`src/rtl/reg_scoreboard_pkg.sv`:
```
// reg_scoreboard_pkg: shared sizes, resource layout and lane decoders for the hazard scoreboard.
package reg_scoreboard_pkg;
  localparam int CNT_W   = 2;
  localparam int NUM_GPR = 8;
  localparam int NUM_SEG = 8;
  localparam int NUM_MM  = 8;
  localparam int ID_W    = 3;
  localparam int FLG_ZF  = 0;
  localparam int FLG_AF  = 1;
  localparam int FLG_DF  = 2;
  localparam int FLG_CF  = 3;
  localparam int NUM_FLG = 4;
  localparam int GPR_LANES = NUM_GPR * 4;
  // Flat resource layout: GPR lanes, then seg, MM, flags, and the single memory counter on top.
  localparam int SEG_LO  = GPR_LANES;
  localparam int MM_LO   = SEG_LO + NUM_SEG;
  localparam int FLG_LO  = MM_LO + NUM_MM;
  localparam int MEM_BIT = FLG_LO + NUM_FLG;
  localparam int NUM_RES = MEM_BIT + 1;
  localparam logic [CNT_W-1:0] CNT_MAX = {CNT_W{1'b1}};

  function automatic logic [GPR_LANES-1:0] gpr_lanes(input logic en, input logic [ID_W-1:0] id,
                                                     input logic [3:0] strb);
    return en ? GPR_LANES'(strb) << {id, 2'b00} : '0;
  endfunction

  function automatic logic [NUM_SEG-1:0] onehot(input logic en, input logic [ID_W-1:0] id);
    return en ? NUM_SEG'(1) << id : '0;
  endfunction
endpackage

```
`src/rtl/reg_scoreboard_counter.sv`:
```
// sb_counter: saturating pending-writer counter; clr wins, simultaneous inc and dec cancel.
module sb_counter import reg_scoreboard_pkg::*; (
  input  logic clk,
  input  logic rst_n,
  input  logic inc,
  input  logic dec,
  input  logic clr,
  output logic at_max,
  output logic nonzero,
  output logic underflow
);
  logic [CNT_W-1:0] cnt_q, cnt_d;
  assign at_max    = cnt_q == CNT_MAX;
  assign nonzero   = cnt_q != '0;
  assign underflow = dec & ~clr & ~nonzero;
  always_comb begin
    cnt_d = clr                      ? '0 :
            (inc & ~dec & ~at_max)   ? cnt_q + 1'b1 :
            (dec & ~inc & nonzero)   ? cnt_q - 1'b1 : cnt_q;
  end
  always_ff @(posedge clk or negedge rst_n) begin
    if (!rst_n) cnt_q <= '0;
    else        cnt_q <= cnt_d;
  end
endmodule

```
`src/rtl/reg_scoreboard.sv`:
```
// reg_scoreboard: tracks in-flight writers per GPR lane/seg/MM/flag/memory and stalls register read on hazards.
module reg_scoreboard import reg_scoreboard_pkg::*; (
  input  logic            clk,
  input  logic            rst_n,
  input  logic            flush,
  input  logic            iss_valid,
  input  logic            iss_ld_reg1,
  input  logic            iss_ld_reg2,
  input  logic            iss_ld_reg3,
  input  logic [ID_W-1:0] iss_reg1_id,
  input  logic [ID_W-1:0] iss_reg2_id,
  input  logic [ID_W-1:0] iss_reg3_id,
  input  logic [3:0]      iss_reg1_strb,
  input  logic [3:0]      iss_reg2_strb,
  input  logic [3:0]      iss_reg3_strb,
  input  logic            iss_ld_seg,
  input  logic [ID_W-1:0] iss_seg_id,
  input  logic            iss_ld_mm,
  input  logic [ID_W-1:0] iss_mm_id,
  input  logic            iss_ld_mem,
  input  logic [3:0]      iss_ld_flag,
  input  logic            rd_reg1_en,
  input  logic            rd_reg2_en,
  input  logic [ID_W-1:0] rd_reg1_id,
  input  logic [ID_W-1:0] rd_reg2_id,
  input  logic [3:0]      rd_reg1_strb,
  input  logic [3:0]      rd_reg2_strb,
  input  logic            rd_seg_en,
  input  logic [ID_W-1:0] rd_seg_id,
  input  logic            rd_mm1_en,
  input  logic            rd_mm2_en,
  input  logic [ID_W-1:0] rd_mm1_id,
  input  logic [ID_W-1:0] rd_mm2_id,
  input  logic            rd_mem,
  input  logic [3:0]      rd_flag,
  input  logic            wb_valid,
  input  logic            wb_ld_reg1,
  input  logic            wb_ld_reg2,
  input  logic            wb_ld_reg3,
  input  logic [ID_W-1:0] wb_reg1_id,
  input  logic [ID_W-1:0] wb_reg2_id,
  input  logic [ID_W-1:0] wb_reg3_id,
  input  logic [3:0]      wb_reg1_strb,
  input  logic [3:0]      wb_reg2_strb,
  input  logic [3:0]      wb_reg3_strb,
  input  logic            wb_ld_seg,
  input  logic [ID_W-1:0] wb_seg_id,
  input  logic            wb_ld_mm,
  input  logic [ID_W-1:0] wb_mm_id,
  input  logic            wb_ld_mem,
  input  logic [3:0]      wb_ld_flag,
  output logic            stall,
  output logic            iss_ack,
  output logic            sb_err
);
  logic [NUM_RES-1:0] iss_vec, wb_vec, rd_vec, inc, dec, at_max, nonzero, underflow;
  logic               sb_err_q, sb_err_d;
  // Overlapping destinations OR together, so a lane hit twice moves by one.
  assign iss_vec = {iss_ld_mem, iss_ld_flag, onehot(iss_ld_mm, iss_mm_id), onehot(iss_ld_seg, iss_seg_id),
                    gpr_lanes(iss_ld_reg1, iss_reg1_id, iss_reg1_strb) |
                    gpr_lanes(iss_ld_reg2, iss_reg2_id, iss_reg2_strb) |
                    gpr_lanes(iss_ld_reg3, iss_reg3_id, iss_reg3_strb)};
  assign wb_vec  = {wb_ld_mem, wb_ld_flag, onehot(wb_ld_mm, wb_mm_id), onehot(wb_ld_seg, wb_seg_id),
                    gpr_lanes(wb_ld_reg1, wb_reg1_id, wb_reg1_strb) |
                    gpr_lanes(wb_ld_reg2, wb_reg2_id, wb_reg2_strb) |
                    gpr_lanes(wb_ld_reg3, wb_reg3_id, wb_reg3_strb)};
  assign rd_vec  = {rd_mem, rd_flag, onehot(rd_mm1_en, rd_mm1_id) | onehot(rd_mm2_en, rd_mm2_id),
                    onehot(rd_seg_en, rd_seg_id),
                    gpr_lanes(rd_reg1_en, rd_reg1_id, rd_reg1_strb) |
                    gpr_lanes(rd_reg2_en, rd_reg2_id, rd_reg2_strb)};
  assign stall   = (|(rd_vec & nonzero)) | (iss_valid & (|(iss_vec & at_max)));
  assign iss_ack = iss_valid & ~stall;
  assign inc     = iss_ack  ? iss_vec : '0;
  assign dec     = wb_valid ? wb_vec  : '0;
  assign sb_err  = sb_err_q;
  for (genvar i = 0; i < NUM_RES; i++) begin : g_cnt
    sb_counter u_cnt (
      .clk       (clk),
      .rst_n     (rst_n),
      .inc       (inc[i]),
      .dec       (dec[i]),
      .clr       (flush),
      .at_max    (at_max[i]),
      .nonzero   (nonzero[i]),
      .underflow (underflow[i])
    );
  end
  always_comb begin
    sb_err_d = sb_err_q | (|underflow);
  end
  always_ff @(posedge clk or negedge rst_n) begin
    if (!rst_n) sb_err_q <= 1'b0;
    else        sb_err_q <= sb_err_d;
  end
endmodule

```
`config.mk`:
```
export PLATFORM = sky130hd
export DESIGN_NAME = reg_scoreboard
export DESIGN_NICKNAME = d
export VERILOG_FILES = /design/src/rtl/reg_scoreboard_pkg.sv /design/src/rtl/reg_scoreboard_counter.sv /design/src/rtl/reg_scoreboard.sv
export SDC_FILE = /design/constraint.sdc
export NUM_CORES = 1
export LEC_CHECK = 0
export ABC_AREA = 1
export CELL_PAD_IN_SITES_DETAIL_PLACEMENT = 2
export CELL_PAD_IN_SITES_GLOBAL_PLACEMENT = 2
export CORE_MARGIN = 4
export CORE_UTILIZATION = 32
export CTS_CLUSTER_SIZE = 14
export DETAILED_ROUTE_END_ITERATION = 12
export PLACE_DENSITY = 0.95
export SLEW_MARGIN = 0
export SYNTH_ARGS = -nofsm -noshare
export SYNTH_HDL_FRONTEND = slang
export SYNTH_SLANG_ARGS = --single-unit
export TNS_END_PERCENT = 1
```
`constraint.sdc`:
```
create_clock -name clk -period 4.9 [get_ports clk]
set_input_delay 0.735 -clock clk [delete_from_list [all_inputs] [get_ports clk]]
set_output_delay 0.735 -clock clk [all_outputs]
set_load 0.02 [all_outputs]
```
### Yosys cells after proc, flatten, opt, wreduce, memory -nomap -nowiden

Index checks and enable logic that the tools add are counted.

* register bits: 107
* bits in latches: 0
* memory bits (writable): 0
* memory bits (read-only): 0
* input port bits: 112
* output and inout port bits: 3
* word-level logic and storage cells: 1057
* memories: 0

* add/sub/neg operators: 106
* $mul: 0
* div/mod/pow operators: 0
* magnitude comparators: 0
* equality and inequality tests: 53
* shifts and indexed selects: 15
* muxes and demuxes: 176
* bitwise logic cells: 544
* reduce and logical (&&, ||, !) cells: 109

Operators with widths (number)
* $and 1x1->1: 320
* $mux 2: 159
* $mux 32: 8
* $shl 4x5->32: 8
* $not 1->1: 214
* $or 32x32->32: 5
* $reduce_bool 3->1: 53
* $reduce_or 53->1: 3
* $add 2x1->2 const B: 53
* $and 53x53->53: 2
* $eq 2x2->1 const B: 53
* $mux 53: 2
* $reduce_bool 2->1: 53
* $sub 2x1->2 const B: 53
* $mux 8: 7
* $shl 1x3->8 const A: 7
* $or 8x8->8: 1
* $or 1x1->1: 2

### Logic depth before layout (Yosys ltp)

* depth in word-level cells: 17
* gate-level depth with buffers: 20
* gate-level depth less buffers: 18

### Cells and area by module

Synthesis repeated with hierarchy kept, for this count alone.

* cells, all modules: 2451
* area, all modules: 13469.2 µm²

Modules (own cells, without submodules)
* sb_counter: times used 53, cells each 26, area an instance 165.2 µm², seq. area each 50.0 µm²
* reg_scoreboard: times used 1, cells each 1073, area an instance 4715.8 µm², seq. area each 25.0 µm²

### Least setup slack after synthesis

OpenSTA, ideal clock, no wires.

* path type: input to output
* from: input port iss_reg2_id[2]
* to: output port stall
* arrival: 2564 ps
* data required time: 4165 ps
* slack: 1601 ps
* stages on the path: 13
* buffers on the path: 2
* path through: nor2_1 > clkbuf_1 > nand3_1 > nand3_1 > nand2_1 > nand2_1 > nor2_1 > nand2_1 > nor2_1 > nand2_1 > nor2_1 > buf_2 > o21ai_0

* longest elaborated chain between the ends: 8

RTL lines
* start: declaration: line reg_scoreboard.sv:11 `input logic [ID_W-1:0] iss_reg2_id,`
* $shl 4x5->32: line reg_scoreboard_pkg.sv:24 `return en ? GPR_LANES'(strb) << {id, 2'b00} : '0;`
* $mux 32: line reg_scoreboard_pkg.sv:24
* $or 32x32->32: line reg_scoreboard.sv:60 `gpr_lanes(iss_ld_reg1, iss_reg1_id, iss_reg1_strb) |`
* $or 32x32->32: line reg_scoreboard.sv:61 `gpr_lanes(iss_ld_reg2, iss_reg2_id, iss_reg2_strb) |`
* $and 53x53->53: line reg_scoreboard.sv:71 `assign stall = (|(rd_vec & nonzero)) | (iss_valid & (|(iss_vec & at_max)));`
* $reduce_or 53->1: line reg_scoreboard.sv:71
* $and 1x1->1: line reg_scoreboard.sv:71
* $or 1x1->1: line reg_scoreboard.sv:71
* end: declaration: line reg_scoreboard.sv:52 `output logic stall,`

Every way passes these cells.

### Worst setup path after layout

* from: input port iss_reg3_id[0]
* to: output port iss_ack

* longest elaborated chain between the ends: 9

RTL lines
* start: declaration: line reg_scoreboard.sv:12 `input logic [ID_W-1:0] iss_reg3_id,`
* $shl 4x5->32: line reg_scoreboard_pkg.sv:24
* $mux 32: line reg_scoreboard_pkg.sv:24
* $or 32x32->32: line reg_scoreboard.sv:61
* $and 53x53->53: line reg_scoreboard.sv:71
* $reduce_or 53->1: line reg_scoreboard.sv:71
* $and 1x1->1: line reg_scoreboard.sv:71
* $or 1x1->1: line reg_scoreboard.sv:71
* $not 1->1: line reg_scoreboard.sv:72 `assign iss_ack = iss_valid & ~stall;`
* $and 1x1->1: line reg_scoreboard.sv:72
* end: declaration: line reg_scoreboard.sv:53 `output logic iss_ack,`

Every way passes these cells.

==> flow_summary.json <==
{
  "status": "complete, no violations",
  "dpl_cell_area_mm2": 0.0141,
  "reg2reg_from": "g_cnt[29].u_cnt.cnt_q[0]$_DFFE_PN0P_",
  "grtUsageTotal_pct": 32.6,
  "dp_hpwl_mm": 53.8,
  "crit_buf_inv": 2,
  "syn_inst": 2402,
  "crit_type": "in -> out",
  "ctsResizeCount": 0,
  "cp-end-kind": "primary output",
  "viasPerCell": 5.83,
  "cpMaxStageDelayCell": "clkdlybuf4s50_1",
  "reg2reg_depth": 15,
  "antenna_found_initial": 2,
  "p_per_area_mw_per_mm2": 255,
  "io_pins": 115,
  "clock_path_buffers": 2,
  "slowest_delay_ps": 770,
  "critPathArrivalTime_ps": 4010,
  "h-tree-depth": 3,
  "fin_skew_ps": 17.0,
  "dieArea_mm2": 0.0423,
  "yosys_warnings": 0,
  "cts-hold-fix-buffers": 0,
  "setup_viol": 0,
  "final.fill_count": 5043,
  "core_area_mm2": 0.0386,
  "crit_fanout": 10,
  "portBuffers": 114,
  "cp_cell_sequence": "clkdlybuf4s50_1 -> nor2_1 -> nand3_1 -> nand3_1 -> nand2_1 -> nand2_1 -> nor2_1 -> nand2_1 -> nor2_1 -> nand3_1 -> nor3_4 -> clkdlybuf4s50_1",
  "clock-sinks": 107,
  "yosysUniqueCellTypes": 27,
  "slew_headroom_pct": 36.7,
  "reg2reg_to": "g_cnt[11].u_cnt.cnt_q[1]$_DFFE_PN0P_",
  "cts_tree": "yes",
  "fin_nets": 2573,
  "max_freq_ghz": 0.211,
  "synth_seq_cells": 107,
  "vias": 17400,
  "diodes": 0,
  "drc": 0,
  "grt_max_degree": 107,
  "clk_pin_slew_worst_paths_ps": 100,
  "regArea_mm2": 0.00268,
  "overflow": 0,
  "die_w_um": 206,
  "cts_setup_buffers": 0,
  "ys_seq_area_share_pct": 21.4,
  "worstMarginPinSlew_ps": 945,
  "gp_congestion": 0.933,
  "min_path_type": "in -> async",
  "peakVddDrop_mv": 0.518,
  "cts-root-buf": "clkbuf_16",
  "multiInputGateArea_mm2": 0.00826,
  "syn_nets": 2514,
  "leakage_uw": 0.00754,
  "setup_tns_ps": 0,
  "hold_ws_ps": 439,
  "start_kind": "input port",
  "grt_pass1_wl_mm": 108,
  "r2r_setup_slack_ps": 1190,
  "initial_core_util_pct": 32.3,
  "finalWirelength_mm": 69.7,
  "drt_pre_antenna_iters": 7,
  "synthesis.area_mm2": 0.0125,
  "clk_latency_ps": 420,
  "rsz0062_at_grt": "false",
  "fp.dieH_um": 206,
  "numCtsBuffers": 9,
  "syn2layout_area_growth_pct": 15.7,
  "drive_gt1_share_pct": 2.72,
  "fin_area_mm2": 0.0145,
  "final_max_slew_viol_count": 0,
  "rows": 72,
  "cp.depth": 12,
  "cp.required_ps": 4160,
  "synth_area_per_cell_um2": 5.20,
  "first_global_vias": 18900,
  "routedWlPerCell_um": 23.3,
  "cap_violations": 0,
  "first_iter_violations": 1285,
  "hold_viol_final": 0,
  "ant_nets": 0,
  "min_period_ps": 4740,
  "critPathTopFamily": "simple AND/OR/NAND/NOR gates",
  "finalCritPeriodShare_pct": 96.8
}
## worst max path at each step
| stage | startpoint | end | slack [ps] |
|---|---|---|---|
| finish | iss_reg3_id[0] | iss_ack | 160 |
| detailed placement | iss_reg3_id[1] | iss_ack | 280 |
| global placement | iss_reg3_id[1] | iss_ack | 400 |
| global route | iss_reg3_id[0] | iss_ack | 100 |
| CTS | iss_reg3_id[1] | iss_ack | 250 |
| floorplan | iss_reg2_id[2] | stall | 1600 |
## worst register-to-register path, cell delays in order, from the launching register on
cell,delay [ps]
dfrtp_1,440
nor2_1,360
inv_1,170
nand2_1,100
nand2_1,50
o21ai_0,460
nand2_1,110
inv_1,70
nand3_1,200
nor2_4,200
buf_4,680
nand4_1,250
nand2_1,200
a21oi_1,110
nand2_1,120
nand2_1,80
## state kept, by name, summed over array words and instances, names as in the netlist
| signal | cells |
|---|---|
| g_cnt.u_cnt.cnt_q | 106 |
| sb_err | 1 |
## Yosys cell counts, drive strengths merged
cell     instances  area [um^2]
o21a             1         7.51
xor2             2         17.5
a311oi           1         8.76
or2              5         31.3
nor4             2         12.5
inv            319         1200
o22ai           10         62.6
o32ai            1         8.76
o221ai           2         17.5
clkbuf          49          184
o21ai           21          105
buf             42          195
nand3          260         1300
a31oi            1         6.26
dfrtp          107         2680
o2111ai          3         26.3
nor3            62          315
nand2          913         3430
nor2           321         1200
nand3b           3         22.5
a21oi           59          295
nand4          218         1360
## metal layers
| metal | up-vias | global-route usage, % | share of wire (%) |
|---|---|---|---|
| li1 | 7867 | - | - |
| met3 | 191 | 4.24 | 5.5 |
| met2 | 593 | 56.3 | 48 |
| met5 | - | 0 | 0.039 |
| met4 | 4 | 13.1 | 4.0 |
| met1 | 8727 | 41.2 | 42 |
## layout by cell type (no fill, tap or decap), drive strengths merged, types with 2 or more instances in the layout
| cell type | Yosys | routed |
|---|---|---|
| a21oi | 59 | 59 |
| buf | 42 | 29 |
| bufinv | 0 | 2 |
| clkbuf | 49 | 9 |
| clkdlybuf4s50 | 0 | 109 |
| clkinv | 0 | 3 |
| dfrtp | 107 | 107 |
| inv | 319 | 320 |
| nand2 | 913 | 913 |
| nand3 | 260 | 260 |
| nand3b | 3 | 3 |
| nand4 | 218 | 218 |
| nor2 | 321 | 321 |
| nor3 | 62 | 62 |
| nor4 | 2 | 2 |
| o2111ai | 3 | 3 |
| o21ai | 21 | 21 |
| o221ai | 2 | 2 |
| o22ai | 10 | 10 |
| or2 | 5 | 5 |
| xor2 | 2 | 2 |
## kinds of logic after synthesis
logic type	Yosys count	synth area share, %
AOI/OAI and AO/OA	99	4.31
and+or+nand+nor	1784	61.5
buffers and inverters	410	12.6
xor gates and xnor gates	2	0.140
DFF	107	21.4
## cell type report
class                           count  share of cell area, %
Inverter                          319                   8.29
Sequential cell                   107                   18.5
Clock buffer                        9                   1.56
Tap cell                          518                   4.48
Timing Repair Buffer              139                   9.18
Clock inverter                      7                  0.831
Multi-Input combinational cell   1885                   57.1
## stage by stage
stage	utilization, %	std cells	setup WS (ps)	power, uW
after floorplan	-	2402	1600	1990
after global placement	36.5	2968	400	2540
after detailed placement	36.5	2968	282	2690
after CTS	37.4	2984	255	3650
after global routing	37.4	2984	95.5	3840
final	37.4	2984	156	3690
## power by group
group / switching (uW) / total, uW / internal, uW
registers: 96.6 / 1050 / 952
clock network: 464 / 928 / 464
logic: 1280 / 1710 / 427
Power figures use the tool's default switching activity.
